## config.mk

```make
export PLATFORM = sky130hd
export DESIGN_NAME = wsg_mux_sound
export DESIGN_NICKNAME = d
export VERILOG_FILES = /design/src/rtl/wsg_pkg.sv /design/src/rtl/wsg_regfile.sv /design/src/rtl/wsg_mux_sound.sv
export SDC_FILE = /design/constraint.sdc
export NUM_CORES = 1
export LEC_CHECK = 0
export BUFFER_PORTS_ARGS = -buffer_cell sky130_fd_sc_hd__buf_2
export CORE_UTILIZATION = 30
export DETAILED_ROUTE_END_ITERATION = 6
export HOLD_SLACK_MARGIN = 0.02
export MAX_ROUTING_LAYER = met4
export SETUP_SLACK_MARGIN = 0.15
export SYNTH_ARGS = -nofsm -noshare
export SYNTH_HDL_FRONTEND = slang
export SYNTH_SLANG_ARGS = --single-unit
```

## constraint.sdc

```tcl
create_clock -name clk -period 11.83 [get_ports clk]
set_input_delay 0 -clock clk [delete_from_list [all_inputs] [get_ports clk]]
set_output_delay 0 -clock clk [all_outputs]
set_load 0.02 [all_outputs]
```

## src/rtl/wsg_pkg.sv

```systemverilog
// Shared definitions for the time-multiplexed wavetable sound generator:
// per-voice register offsets and the sequencer state encoding.
package wsg_pkg;

    localparam logic [2:0] OFF_F0   = 3'd0;
    localparam logic [2:0] OFF_F1   = 3'd1;
    localparam logic [2:0] OFF_F2   = 3'd2;
    localparam logic [2:0] OFF_F3   = 3'd3;
    localparam logic [2:0] OFF_F4   = 3'd4;
    localparam logic [2:0] OFF_VOL  = 3'd5;
    localparam logic [2:0] OFF_WSEL = 3'd6;
    localparam logic [2:0] OFF_CTL  = 3'd7;

    typedef enum logic [1:0] {
        IDLE,
        ADDR,
        DATA,
        DONE
    } wsg_state_e;

endpackage

```

## src/rtl/wsg_regfile.sv

```systemverilog
// Per-voice sound registers (frequency, volume, wave select, mute) written over the
// CPU nibble bus, with one indexed read port for the time-shared voice datapath.
module wsg_regfile
    import wsg_pkg::*;
#(
    parameter int NVOICE = 3,
    parameter int FREQ_W = 20,
    parameter int WSEL_W = 3,
    parameter int VOL_W  = 4,
    localparam int AD_W   = $clog2(NVOICE) + 3,
    localparam int VIDX_W = (NVOICE > 1) ? $clog2(NVOICE) : 1
) (
    input  logic              clk,
    input  logic              rst_n,
    input  logic [AD_W-1:0]   ad,
    input  logic [3:0]        di,
    input  logic              wr,
    input  logic [VIDX_W-1:0] rd_idx,
    output logic [FREQ_W-1:0] rd_freq,
    output logic [VOL_W-1:0]  rd_vol,
    output logic [WSEL_W-1:0] rd_wsel,
    output logic              rd_mute
);

    logic [FREQ_W-1:0] freq_q [NVOICE];
    logic [VOL_W-1:0]  vol_q  [NVOICE];
    logic [WSEL_W-1:0] wsel_q [NVOICE];
    logic              mute_q [NVOICE];

    logic [AD_W-1:0]   wv_wide;
    logic [VIDX_W-1:0] wv;
    logic [2:0]        off;
    logic              wr_ok;
    logic [19:0]       f_mask, f_nib, f_new;

    assign wv_wide = ad >> 3;
    assign wv      = wv_wide[VIDX_W-1:0];
    assign off     = ad[2:0];
    assign wr_ok   = wr && (wv_wide < AD_W'(NVOICE));

    // Frequency is written as a 20-bit nibble image; bits at or above FREQ_W fall away.
    always_comb begin
        f_mask = 20'hF << {off, 2'b00};
        f_nib  = 20'(di) << {off, 2'b00};
        f_new  = (20'(freq_q[wv]) & ~f_mask) | f_nib;
    end

    always_ff @(posedge clk or negedge rst_n) begin
        if (!rst_n) begin
            // NOTE: the per-voice arrays are a handful of flops, not a RAM macro, so they take the async reset.
            for (int v = 0; v < NVOICE; v++) begin
                freq_q[v] <= '0;
                vol_q[v]  <= '0;
                wsel_q[v] <= '0;
                mute_q[v] <= 1'b0;
            end
        end else if (wr_ok) begin
            case (off)
                OFF_F0, OFF_F1, OFF_F2, OFF_F3, OFF_F4: freq_q[wv] <= FREQ_W'(f_new);
                OFF_VOL:  vol_q[wv]  <= VOL_W'(di);
                OFF_WSEL: wsel_q[wv] <= WSEL_W'(di);
                OFF_CTL:  mute_q[wv] <= di[0];
                default:  ;
            endcase
        end
    end

    assign rd_freq = freq_q[rd_idx];
    assign rd_vol  = vol_q[rd_idx];
    assign rd_wsel = wsel_q[rd_idx];
    assign rd_mute = mute_q[rd_idx];

endmodule

```

## src/rtl/wsg_mux_sound.sv

```systemverilog
// N-voice wavetable sound generator: one phase adder, multiplier and wave-ROM port are
// shared across voices, two clocks per voice, once per prescaler tick.
module wsg_mux_sound
    import wsg_pkg::*;
#(
    parameter int NVOICE    = 3,
    parameter int FREQ_W    = 20,
    parameter int WSEL_W    = 3,
    parameter int VOL_W     = 4,
    parameter int SMP_W     = 4,
    parameter int OUT_W     = 8,
    parameter int MIX_SHIFT = 4,
    parameter int TICK_DIV  = 128
) (
    input  logic                        clk,
    input  logic                        rst_n,
    input  logic [$clog2(NVOICE)+2:0]   ad,
    input  logic [3:0]                  di,
    input  logic                        wr,
    output logic [WSEL_W+4:0]           wrom_a,
    input  logic [SMP_W-1:0]            wrom_d,
    output logic [OUT_W-1:0]            snd,
    output logic                        sample_stb
);

    localparam int VIDX_W = (NVOICE > 1) ? $clog2(NVOICE) : 1;
    localparam int PROD_W = SMP_W + VOL_W;
    localparam int ACC_W  = PROD_W + $clog2(NVOICE + 1);
    localparam int EXT_W  = (ACC_W > OUT_W) ? ACC_W : OUT_W;
    localparam int PRE_W  = $clog2(TICK_DIV);

    wsg_state_e        state_q, state_d;
    logic [PRE_W-1:0]  presc_q;
    logic              tick;
    logic [VIDX_W-1:0] vidx_q;
    logic              last_voice;
    logic [FREQ_W-1:0] phase_q [NVOICE];
    logic [ACC_W-1:0]  acc_q;
    logic [WSEL_W+4:0] wrom_a_q, rom_addr;
    logic [PROD_W-1:0] prod;
    logic [EXT_W-1:0]  acc_ext;
    logic [OUT_W-1:0]  snd_sat;

    logic [FREQ_W-1:0] rd_freq;
    logic [VOL_W-1:0]  rd_vol;
    logic [WSEL_W-1:0] rd_wsel;
    logic              rd_mute;

    wsg_regfile #(
        .NVOICE (NVOICE),
        .FREQ_W (FREQ_W),
        .WSEL_W (WSEL_W),
        .VOL_W  (VOL_W)
    ) u_regfile (
        .clk     (clk),
        .rst_n   (rst_n),
        .ad      (ad),
        .di      (di),
        .wr      (wr),
        .rd_idx  (vidx_q),
        .rd_freq (rd_freq),
        .rd_vol  (rd_vol),
        .rd_wsel (rd_wsel),
        .rd_mute (rd_mute)
    );

    assign tick       = (presc_q == PRE_W'(TICK_DIV - 1));
    assign last_voice = (vidx_q == VIDX_W'(NVOICE - 1));
    assign rom_addr   = {rd_wsel, phase_q[vidx_q][FREQ_W-1 -: 5]};
    assign wrom_a     = (state_q == ADDR) ? rom_addr : wrom_a_q;
    assign prod       = PROD_W'(wrom_d) * PROD_W'(rd_vol);
    assign acc_ext    = EXT_W'(acc_q >> MIX_SHIFT);
    assign snd_sat    = (acc_ext > EXT_W'({OUT_W{1'b1}})) ? '1 : OUT_W'(acc_ext);

    always_ff @(posedge clk or negedge rst_n) begin
        if (!rst_n) begin
            presc_q <= '0;
        end else begin
            presc_q <= tick ? '0 : presc_q + PRE_W'(1);
        end
    end

    always_ff @(posedge clk or negedge rst_n) begin
        if (!rst_n) state_q <= IDLE;
        else        state_q <= state_d;
    end

    always_comb begin
        // NOTE: next state defaults to the current state before the case, so no latch is inferred.
        state_d = state_q;
        case (state_q)
            IDLE:    if (tick) state_d = ADDR;
            ADDR:    state_d = DATA;
            DATA:    state_d = last_voice ? DONE : ADDR;
            DONE:    state_d = IDLE;
            default: state_d = IDLE;
        endcase
    end

    always_ff @(posedge clk or negedge rst_n) begin
        if (!rst_n) begin
            vidx_q     <= '0;
            acc_q      <= '0;
            wrom_a_q   <= '0;
            snd        <= '0;
            sample_stb <= 1'b0;
            for (int v = 0; v < NVOICE; v++) phase_q[v] <= '0;
        end else begin
            // NOTE: non-blocking updates, so DATA reads the pre-edge phase and accumulator.
            sample_stb <= 1'b0;
            case (state_q)
                IDLE: if (tick) begin
                    acc_q  <= '0;
                    vidx_q <= '0;
                end
                ADDR: wrom_a_q <= rom_addr;
                DATA: begin
                    // Muted voices still advance so they resume in phase.
                    if (!rd_mute) acc_q <= acc_q + ACC_W'(prod);
                    phase_q[vidx_q] <= phase_q[vidx_q] + rd_freq;
                    if (!last_voice) vidx_q <= vidx_q + VIDX_W'(1);
                end
                DONE: begin
                    snd        <= snd_sat;
                    sample_stb <= 1'b1;
                end
                default: ;
            endcase
        end
    end

    tick_only_when_idle: assert property (@(posedge clk) disable iff (!rst_n) tick |-> state_q == IDLE)
        else $error("prescaler tick while voice sequence still running");

endmodule

```

# --- After elaboration in Yosys (flattened, before gate mapping) ---
# Index checks and enable logic that the tools add are counted.
word_totals:
  register_bits: 182
  elab_cells: 114
  input_bits: 16
  output_inout_bits: 17
classes:
  muxes: 46
  addsub: 4
  n_mul: 1
  eq_ne: 15
  bitwise_logic: 5
  n_reduce_logical: 13
  n_lt_le_gt_ge: 6
  shifts: 2
op_table:
  columns: ["cell", "n"]
  rows:
  - ["two-way mux 20 bit", 8]
  - ["binary-select mux 20 bit (select 2 bit)", 3]
  - ["bitwise mux 60 bit", 2]
  - ["demux 20 bit (select 2 bit)", 2]
  - ["adder 20 bit", 1]
  - ["AND 20 bit", 1]
  - ["two-way mux 10 bit", 2]
  - ["inverter 20 bit", 1]
  - ["OR 20 bit", 1]
  - ["one-hot mux 10 bit (2 select lines)", 1]
  - ["<< shifter 4 x 5 -> 20 bit", 1]
  - ["<< shifter 4 x 5 -> 20 bit, first input constant", 1]
  - ["two-way mux 8 bit", 2]
  - ["bitwise mux 12 bit", 1]
  - ["== test 3 bit, second input constant", 4]
  - ["two-way mux 4 bit", 3]
  - ["adder 10 x 8 -> 10 bit", 1]
  - ["bitwise mux 9 bit", 1]
  - ["two-way mux 3 bit", 3]
  - ["binary-select mux 4 bit (select 2 bit)", 1]
  - ["demux 4 bit (select 2 bit)", 1]
  - ["> comparator 6 x 8 -> 1 bit, second input constant", 1]
  - ["multiplier 4 x 4 -> 8 bit", 1]
  - ["two-way mux 2 bit", 4]
  - ["other kinds (28)", 45]

# --- Longest topological paths before layout ---
# Gate-level depths: netlist of the first run.
depth:
  word_depth: 8
  ltp_mapped: 18
  depth_no_buf: 16

# --- By module ---
# A second synthesis of the first run with hierarchy kept.
unflattened:
  cells_unflattened: 1132
  hier_area_um2: 11262.1
modules_own_cells:
  columns: ["module", "cells_per_inst", "seq_area_each_um2", "area_each_um2", "n_inst"]
  rows:
  - ["wsg_mux_sound", 677, 2402.3, 6155.9, 1]
  - ["wsg_regfile", 455, 2102.0, 5106.1, 1]

# --- Least setup slack after synthesis of the first run ---
# No wires, ideal clock.
synth_timing:
  path_type: "flip-flop to flip-flop"
  startpoint: "reg vidx_q[1]"
  endpoint: "reg acc_q[9]"
  required_ns: 11.743
  slack_ns: 7.623
  path_stages_with_launch: 17
  n_path_buf: 2
  synth_period_minus_slack_ns: 4.207
  arrival_time_ns: 4.121
  setup_ns: 0.087
  cell_sequence: "dfrtp_1 > buf_2 > buf_2 > mux2i_1 > o21ai_0 > nand2_1 > fa_1 > fa_1 > fa_1 > inv_1 > ha_1 > a21o_1 > a21oi_1 > o21bai_1 > a31o_2 > a211o_1 > o211ai_1"
synth_between:
  elab_chain_cells: 8
  word_cells_on_any_way: 13
  classes_between: "1 x add/sub; 1 x mul; 1 x eq/ne; 8 x mux; 1 x bitwise; 1 x reduce/logical"
synth_rtl:
  columns: ["item", "line_no", "text"]
  rows:
  - ["start: declaration", "wsg_mux_sound.sv:35", "logic [VIDX_W-1:0] vidx_q;"]
  - ["start signal: assignment", "wsg_mux_sound.sv:121", "if (!last_voice) vidx_q <= vidx_q + VIDX_W'(1);"]
  - ["inverter 2 -> 3 bit (implied by the code) (*)", "wsg_regfile.sv:69, wsg_regfile.sv:71", null]
  - ["binary-select mux 4 bit (select 2 bit)", "wsg_regfile.sv:69", "assign rd_vol = vol_q[rd_idx];"]
  - ["two-way mux 4 bit (implied by the code) (2 in a row)", "wsg_regfile.sv:69", null]
  - ["multiplier 4 x 4 -> 8 bit", "wsg_mux_sound.sv:71", "assign prod = PROD_W'(wrom_d) * PROD_W'(rd_vol);"]
  - ["adder 10 x 8 -> 10 bit", "wsg_mux_sound.sv:119", "if (!rd_mute) acc_q <= acc_q + ACC_W'(prod);"]
  - ["two-way mux 10 bit", "wsg_mux_sound.sv:119", null]
  - ["one-hot mux 10 bit (2 select lines)", "wsg_mux_sound.sv:111", "case (state_q)"]
  - ["end signal: assignment", "wsg_mux_sound.sv:119", null]
  - ["end: declaration", "wsg_mux_sound.sv:38", "logic [ACC_W-1:0] acc_q;"]
# Mark *: on every way between the ends. The rest lies on a longest branch, timed or not. The select of a mux whose other input is x is not followed.
# A chain may end at the register's enable or synchronous reset.

# --- Worst setup path in the final report of the first run ---
layout_timing:
  startpoint: "reg vidx_q[0]"
  endpoint: "reg acc_q[9]"
# The elaborated chain is that of the path after synthesis.

==> metrics.md, run 1 <==
| Metric | Value |
|---|---|
| Post-route clock period utilization | `39.4%` |
| Layout cell share with drive strength beyond 1 | `around 16%` |
| TritonCTS clock tree | `done` |
| Die Span Y | `189 µm` |
| Routability congestion estimate | `0.811` |
| Pwr/cell area | `150 nW/µm²` |
| Synthesized instance count | `1073` |
| Yosys reg bits | `180` |
| CTS Root Cell | `clkbuf_16` |
| Worst-margin pin slew | `1.09 ns` |
| Detailed Place HPWL | `16400 µm` |
| Layout Nets | `roughly 1100` |
| Hold Path Class | `input port to flip-flop` |
| Final Slew Violations | `0` |
| DR iter-0 viols | `475` |
| CP max-delay cell | `fa_1` |
| Inserted Clock Buffers | `17` |
| FFs w/ async S/R, synth | `100%` |
| H-tree levels | `4` |
| Maxcap violations | `0` |
| Grt ovf | `0` |
| Startpoint Class | `flip-flop` |
| Final Hold Fails | `0` |
| WP buf/inv | `2` |
| Seq pwr share | `around 44%` |
| CTS sink cnt | `180` |
| Switching power | `~530 µW` |
| TritonRoute pass-1 iters | `5` |
| Yosys top cell by area | `dfrtp_1` |
| Final WL | `about 25000 µm` |
| F_max | `215 MHz` |
| CP top delay family | `adder cells` |
| Total die area | `35900 µm²` |
| Commonest non-fill, non-tap cell in the layout | `dfrtp_1` |
| Vias in the first global route | `7723` |
| IO buf count | `30` |
| Warnings from Yosys | `0` |
| Sw Share | `30.4%` |
| Largest net degree at the start of global routing | `77` |
| Min Hold Slack | `0.0817 ns` |
| Final ANT Viol Nets | `0` |
| Clock skew | `~0.009 ns` |
| Initial Utilization | `30.5%` |
| Overall power | `1.75 mW` |
| Drt wl/cell | `16.1 µm` |
| Final Instance Area | `11700 µm²` |
| Clock-pin slew on the worst setup and hold paths | `0.06 ns` |
| Crit-path max FO | `51` |
| Worst-Skew Late Latency | `0.43 ns` |
| Synth area leaders | `dfrtp_1 (43%), mux2_2 (9.4%), mux2i_1 (6.8%), nand2_1 (5.5%), ha_1 (4.9%)` |
| DRC | `0` |
| First-pass GRT wire length | `40900 µm` |
| Clock buffer depth | `2` |
| Synth unique cells | `63` |
| Initial antenna violation count | `0` |
| Outcome | `finished, final reports clean` |
| Tmin final | `4.66 ns` |
| CORE AREA | `between 30000 and 40000 µm²` |
| Lkg Pwr | `between 5 and 6 nW` |
| Max IR drop VDD | `about 0.080 mV` |
| Most frequent cells in the layout | `dfrtp_1 (179), nand2_1 (154), o21ai_0 (95)` |
| Synth Area per Inst | `9.83 µm²` |
| Final number of setup-violating endpoints | `0` |
| Slew headroom | `26.9%` |
| I/O Pins | `33` |
| Setup crit end kind | `flip-flop` |
| Vias per cell | `5.02` |
| Cell mode on critical path | `fa_1` |
| Post-synth EDFFs | `0` |
| Main synth FF type | `dfrtp_1` |
| Vias | `7738` |
| CP peak stage delay | `0.53 ns` |
| Row count | `68` |
| Die width | `189 µm` |
| Placed inst area | `11100 µm²` |
| Crit Path Class | `flip-flop to flip-flop` |
| Total GRT Usage | `between 10 and 15%` |
| Final setup TNS | `0 ns` |
| CP arrival | `roughly 5 ns` |
| RSZ-0062 raised after global routing | `false` |
| Antenna diode count | `0` |
| Logic gate share of total power | `22.9%` |
| Post-synthesis sequential area ratio | `42.7%` |
| Synthesis-to-finish area growth | `11.1%` |
| WP data required | `12.18 ns` |
| Clock power share | `33.4%` |
| Cell Chain, Critical Path | `buf_4 -> nor2b_4 -> nand2_1 -> o21ai_0 -> nand2_1 -> fa_1 -> fa_1 -> fa_1 -> inv_1 -> ha_1 -> a21o_1 -> a21oi_1 -> o21bai_1 -> a31o_2 -> a211o_1 -> o211ai_1` |
| P_int | `around 1.2 mW` |
| Synthesized cell area | `10500 µm²` |
| Area share of the largest cell type after synthesis | `approximately 43%` |
## state kept, by name (all words and copies together) (netlist names)
| register | flops |
|---|---|
| u_regfile.vol_q | 12 |
| acc_q | 10 |
| u_regfile.freq_q | 60 |
| presc_q | 7 |
| vidx_q | 2 |
| sample_stb | 1 |
| snd | 6 |
| state_q | 2 |
| phase_q | 60 |
| u_regfile.mute_q | 3 |
| u_regfile.wsel_q | 9 |
| wrom_a_q | 8 |
## stage by stage
step | worst slack, ns | std cells | utilization [%]
floorplan | 7.62 | 1074 | -
global placement | 7.28 | 1504 | 32.0
detailed placement | 7.21 | 1504 | 32.0
CTS | 7.20 | 1540 | 33.9
global route | 6.90 | 1540 | 33.9
finish | 7.17 | 1540 | 33.9
## area by class of cell
type	count	area, µm²
multi-input combinational	794	5630
inverter	35	131
clock inverter	11	154
fill	3506	22800
sequential	180	4510
timing repair buffer	45	282
tap	455	569
clock buffer	20	447
## synthesized netlist by cell type (7+ instances only)
cell / count
a211oi_1: 19
a21o_1: 12
a21oi_1: 48
and2_1: 18
buf_2: 28
clkbuf_1: 27
dfrtp_1: 180
fa_1: 10
ha_1: 41
inv_1: 35
mux2_2: 88
mux2i_1: 72
nand2_1: 154
nand2b_1: 9
nand3_1: 21
nand4_1: 7
nor2_1: 55
nor3_1: 15
o21ai_0: 95
o21bai_1: 7
o31ai_1: 7
or3_1: 8
xnor2_1: 16
## cell families (layout without fill, tap and decap cells)
logic type                 after synthesis  count (layout)  synth area share (%)
xor gates and xnor gates                22              22                  1.83
other                                    1               2                0.0356
buffers and inverters                  100             111                  4.02
adders and majority gates               51              51                  6.76
and+or+nand+nor                        317             317                  13.9
muxes                                  164             164                  16.7
DFF                                    180             180                  42.7
AOI/OAI and AO/OA                      238             238                  14.1
## power groups by stage
stage                     clock [mW]  combinational [mW]  sequential (mW)
after floorplan                    0               0.311            0.757
after global placement             0               0.391            0.771
after detailed placement           0               0.402            0.776
after CTS                      0.599               0.406            0.765
after global routing           0.626               0.452            0.777
final                          0.585               0.400            0.766
## layer usage
metal | GRT usage [%] | up-vias | part of all wire, %
li1 | - | 3780 | -
met1 | 19.2 | 3827 | 48
met2 | 23.7 | 117 | 48
met3 | 2.56 | 14 | 3.1
met4 | 3.54 | 0 | 0.95
met5 | - | - | 0
## worst register-to-register path: cells and delay by family (launching register included)
family	cells	cell delay (ns)
adders and majority gates	4	1.88
AOI/OAI and AO/OA	7	1.33
buffers and inverters	2	0.53
and+or+nand+nor	3	0.51
DFF	1	0.32
## final timing paths
path                            start     endpoint  slack, ns  cells after the start
setup / recovery            vidx_q[0]     acc_q[9]       7.17                     16
hold / removal              wrom_d[0]     acc_q[0]       0.08                      4
setup reg to reg            vidx_q[0]     acc_q[9]       7.17                     16
hold reg to reg            presc_q[0]   presc_q[0]       0.46                      1
max in group asynchronous       rst_n  phase_q[23]       9.80                      4
min in group asynchronous       rst_n       snd[5]       0.17                      2
## what timing repair did
item                      in CTS  in global routing
buffers inserted               0                  0
hold buffers                   5                  0
hold endpoints to repair      96                  0
gates resized for setup        0                  0
No activity file was read; power rests on OpenSTA's default activity.
==> run 2, diff against run 1 <==
ABC_AREA = 1   (was unset)
clock period = 3.9 ns   (was 11.83 ns; I/O delays follow)
==> run 2 against run 1 <==
- clock power grew to 2.8 times the previous value
- non-clock buffer count is 4 higher
- final cell count is 17% higher
- largest power group unchanged
- critical path type unchanged
- clock-buffer cell count is 3 lower
- worst setup slack worse by 6.9 ns
- global-route usage is 2.0 points higher
- die area is 3.4% lower
- largest cell class unchanged
- synthesized cell count is 24% higher
- fmax is 30% higher
- sequential share of layout area is 1.0 points higher
==> metrics.md, run 2 <==
| Metric | Value |
|---|---|
| Seq. cell area | `4510 µm² (about the same)` |
| Hold Path Class | `input port to flip-flop` |
| Synthesis-to-finish area growth | `12.1%` |
| Vias | `8889 (+15%)` |
| I/O Pins | `33 (unchanged)` |
| Hold_sp | `di[0]` |
| RSZ-0062 raised after global routing | `false` |
| Final Hold Fails | `0 (unchanged)` |
| Total die area | `34700 µm² (-3.4%)` |
| Launching point of the worst reg2reg path | `vidx_q[0]` |
| Worst r2r path cells | `18 (+2)` |
| Layout Nets | `1415 (+24%)` |
| Initial antenna violation count | `0 (unchanged)` |
| CORE AREA | `33400 µm² (-3.2%)` |
| Hold path cells | `3 (-1)` |
| Crit Path Class | `flip-flop to flip-flop` |
| Antenna diode count | `0 (unchanged)` |
| Post-synth top cells | `nand2_1 (396), o21ai_0 (193), dfrtp_1 (180)` |
| Final Instance Count excl. Fillers | `1809 (+17%)` |
| Worst hold path endpoint | `u_regfile.freq_q[44]` |
| Vias in the first global route | `8396 (+8.7%)` |
| Max IR drop VDD | `0.234 mV (+190%)` |
| Setup crit end kind | `flip-flop` |
| DP Cell Count | `1773 (+18%)` |
| Tmin final | `3.58 ns (-1.07 ns)` |
| DR iter-0 viols | `658 (+39%)` |
| Most common cell in the synthesized netlist | `nand2_1` |
| Pre-CTS setup slack | `0.0676 ns (-7.14 ns)` |
| CP max-delay cell | `fa_1` |
| Total GRT Usage | `16.7% (+2.0 points)` |
| Die Span Y | `186 µm (-1.7%)` |
| CTS sink cnt | `180 (unchanged)` |
| TritonRoute pass-1 iters | `7 (+2)` |
| Synth area leaders | `dfrtp_1 (44%), nand2_1 (15%), o21ai_0 (9.5%), ha_1 (5.0%), inv_1 (4.4%)` |
| Layout cell share with drive strength beyond 1 | `9.26% (-6.6 points)` |
| Outcome | `finished, final reports clean` |
| First-pass GRT wire length | `43900 µm (+7.2%)` |
| Multi-input logic area | `4970 µm² (-12%)` |
| CP arrival | `3.92 ns (-1.08 ns)` |
| Initial Utilization | `30.4% (-0.093 points)` |
| Commonest non-fill, non-tap cell in the layout | `nand2_1` |
| CP top delay family | `adder cells` |
| Final ANT Viol Nets | `0 (unchanged)` |
| Synthesized cell area | `10200 µm² (-3.5%)` |
| F_max | `279 MHz (+30%)` |
| Final number of setup-violating endpoints | `0 (unchanged)` |
| Routability congestion estimate | `0.876 (+8.1%)` |
| Synth Area per Inst | `7.65 µm² (-22%)` |
| Maxcap violations | `0 (unchanged)` |
| Clock-pin slew on the worst setup and hold paths | `0.08 ns (+0.02 ns)` |
| FFs w/ async S/R, synth | `100% (unchanged)` |
| H-tree levels | `4 (unchanged)` |
| Row count | `67 (-1.5%)` |
| Main synth FF type | `dfrtp_1` |
| Die width | `186 µm (-1.7%)` |
| CP peak stage delay | `0.52 ns (about the same)` |
| Post-synthesis sequential area ratio | `44.2% (+1.5 points)` |
| Lkg Pwr | `5.61 nW (+6.4%)` |
| Post-synth EDFFs | `0 (unchanged)` |
| Min Hold Slack | `0.0437 ns (-0.0380 ns)` |
| Final setup TNS | `0 ns (unchanged)` |
| TritonCTS clock tree | `done` |
| Worst-Skew Late Latency | `0.44 ns (about the same)` |
| IO buf count | `30 (unchanged)` |
| R2R Path End | `acc_q[6]` |
| Final WL | `26700 µm (+7.8%)` |
| Pwr/cell area | `426 nW/µm² (+180%)` |
| WP data required | `4.23 ns (-7.95 ns)` |
| Yosys top cell by area | `dfrtp_1` |
| Final Slew Violations | `0 (unchanged)` |
| DRC | `0 (unchanged)` |
| Final worst slack | `0.317 ns (-6.86 ns)` |
| Fillers | `3488 (-0.51%)` |
| Startpoint Class | `flip-flop` |
| Slew headroom | `38.9% (+12 points)` |
| Drt wl/cell | `14.7 µm (-8.2%)` |
| Detailed Place HPWL | `18000 µm (+9.6%)` |
| Yosys reg bits | `180 (unchanged)` |
| Area share of the largest cell type after synthesis | `44.2% (+1.5 points)` |
| Cell Chain, Critical Path | `buf_6 -> nor2_1 -> nor2_1 -> o21ai_1 -> o21ai_1 -> nand2_1 -> fa_1 -> fa_1 -> fa_1 -> inv_2 -> ha_4 -> nand3_1 -> nand3_2 -> nand2_1 -> o21ai_0 -> or2_2 -> nand3_1 -> nand2_1` |
| Clock skew | `0.0147 ns (+0.00548 ns)` |
| Most frequent cells in the layout | `nand2_1 (394), o21ai_0 (186), dfrtp_1 (178)` |
| WP buf/inv | `2 (unchanged)` |
| CTS Root Cell | `clkbuf_16` |
| Grt ovf | `0 (unchanged)` |
| Synth unique cells | `42 (-33%)` |
| Clock buffer depth | `2 (unchanged)` |
| Top Registers | `phase_q: 60 flops, u_regfile.freq_q: 60 flops, u_regfile.vol_q: 12 flops` |
| Post-route clock period utilization | `91.9% (+52 points)` |
| Flop2flop setup slack | `0.32 ns (-6.86 ns)` |
| Warnings from Yosys | `0 (unchanged)` |
| Worst-margin pin slew | `0.917 ns (-0.178 ns)` |
| Vias per cell | `4.91 (-2.2%)` |
| Crit-path max FO | `4 (-92%)` |
| Synthesized instance count | `1330 (+24%)` |
| Largest net degree at the start of global routing | `96 (+25%)` |
| Inserted Clock Buffers | `17 (unchanged)` |
-- run 2: cell types whose count changed in the layout (fill, tap and decap cells not counted), moves of 19 or more --
cell / before / now
nand2_1: 154 / 394
o21ai_0: 95 / 186
mux2_2: 88 / 0
inv_1: 35 / 119
mux2i_1: 72 / 0
nand3_1: 21 / 81
o21ai_1: 6 / 46
nor2_1: 55 / 84
a211oi_1: 19 / 0
-- run 2: routing by layer --
layer	vias up	track usage, %	share of wire (%)
met5	-	-	0
met4	0	5.44	2.1
met3	39	2.55	5.2
met2	255	27.2	47
met1	4201	21.2	45
li1	4394	-	-
-- run 2: how the worst max path moves through the flow --
| stage | from | endpoint | slack [ns] | cells past startpoint |
|---|---|---|---|---|
| global route | vidx_q[0] | acc_q[6] | 0.15 | 18 |
| CTS | vidx_q[0] | acc_q[7] | 0.21 | 20 |
| global placement | vidx_q[0] | acc_q[6] | 0.13 | 18 |
| detailed placement | vidx_q[0] | acc_q[6] | 0.07 | 18 |
| floorplan | vidx_q[0] | acc_q[6] | 0.17 | 19 |
| finish | vidx_q[0] | acc_q[6] | 0.32 | 18 |
-- run 2: layout make-up --
class / instances / area share (%)
Clock inverter: 15 / 1.17
Timing Repair Buffer: 49 / 2.95
Clock buffer: 17 / 3.73
Multi-Input combinational cell: 971 / 43.5
Tap cell: 448 / 4.91
Inverter: 129 / 4.27
Sequential cell: 180 / 39.5
-- run 2: power breakdown --
group	total (mW)	internal [mW]	switching (mW)
clock network	1.66	0.843	0.821
logic	1.02	0.380	0.638
registers	2.18	2.05	0.126
-- run 2: logic make-up after synthesis --
group           count (synthesis)  share of synthesized area (%)
compound gates                310                           16.0
flops                         180                           44.2
other cells                     1                         0.0368
buf+inv                       180                           7.61
fa+ha+maj                      51                           7.00
xor+xnor                        8                          0.688
simple gates                  600                           24.4
-- run 2: metrics by stage --
step,power (mW),util [%],area [µm²]
after floorplan,2.87,-,10200
after global placement,3.14,32.1,10800
after detailed placement,3.16,32.1,10800
after CTS,4.85,33.9,11300
after global routing,5.14,34.1,11400
final,4.86,34.1,11400
-- run 2: timing repair --
action / in CTS / in global routing
hold endpoints to repair: 98 / 0
pin swaps: 2 / 7
endpoints found under the setup margin: 4 / 5
hold buffers: 2 / 0
setup buffers: 0 / 2
gates resized for setup: 5 / 20
-- run 2: worst min-delay path: stages --
cell and delay (ns):
buf_2 0.19, o21ai_1 0.12, o21ai_0 0.14
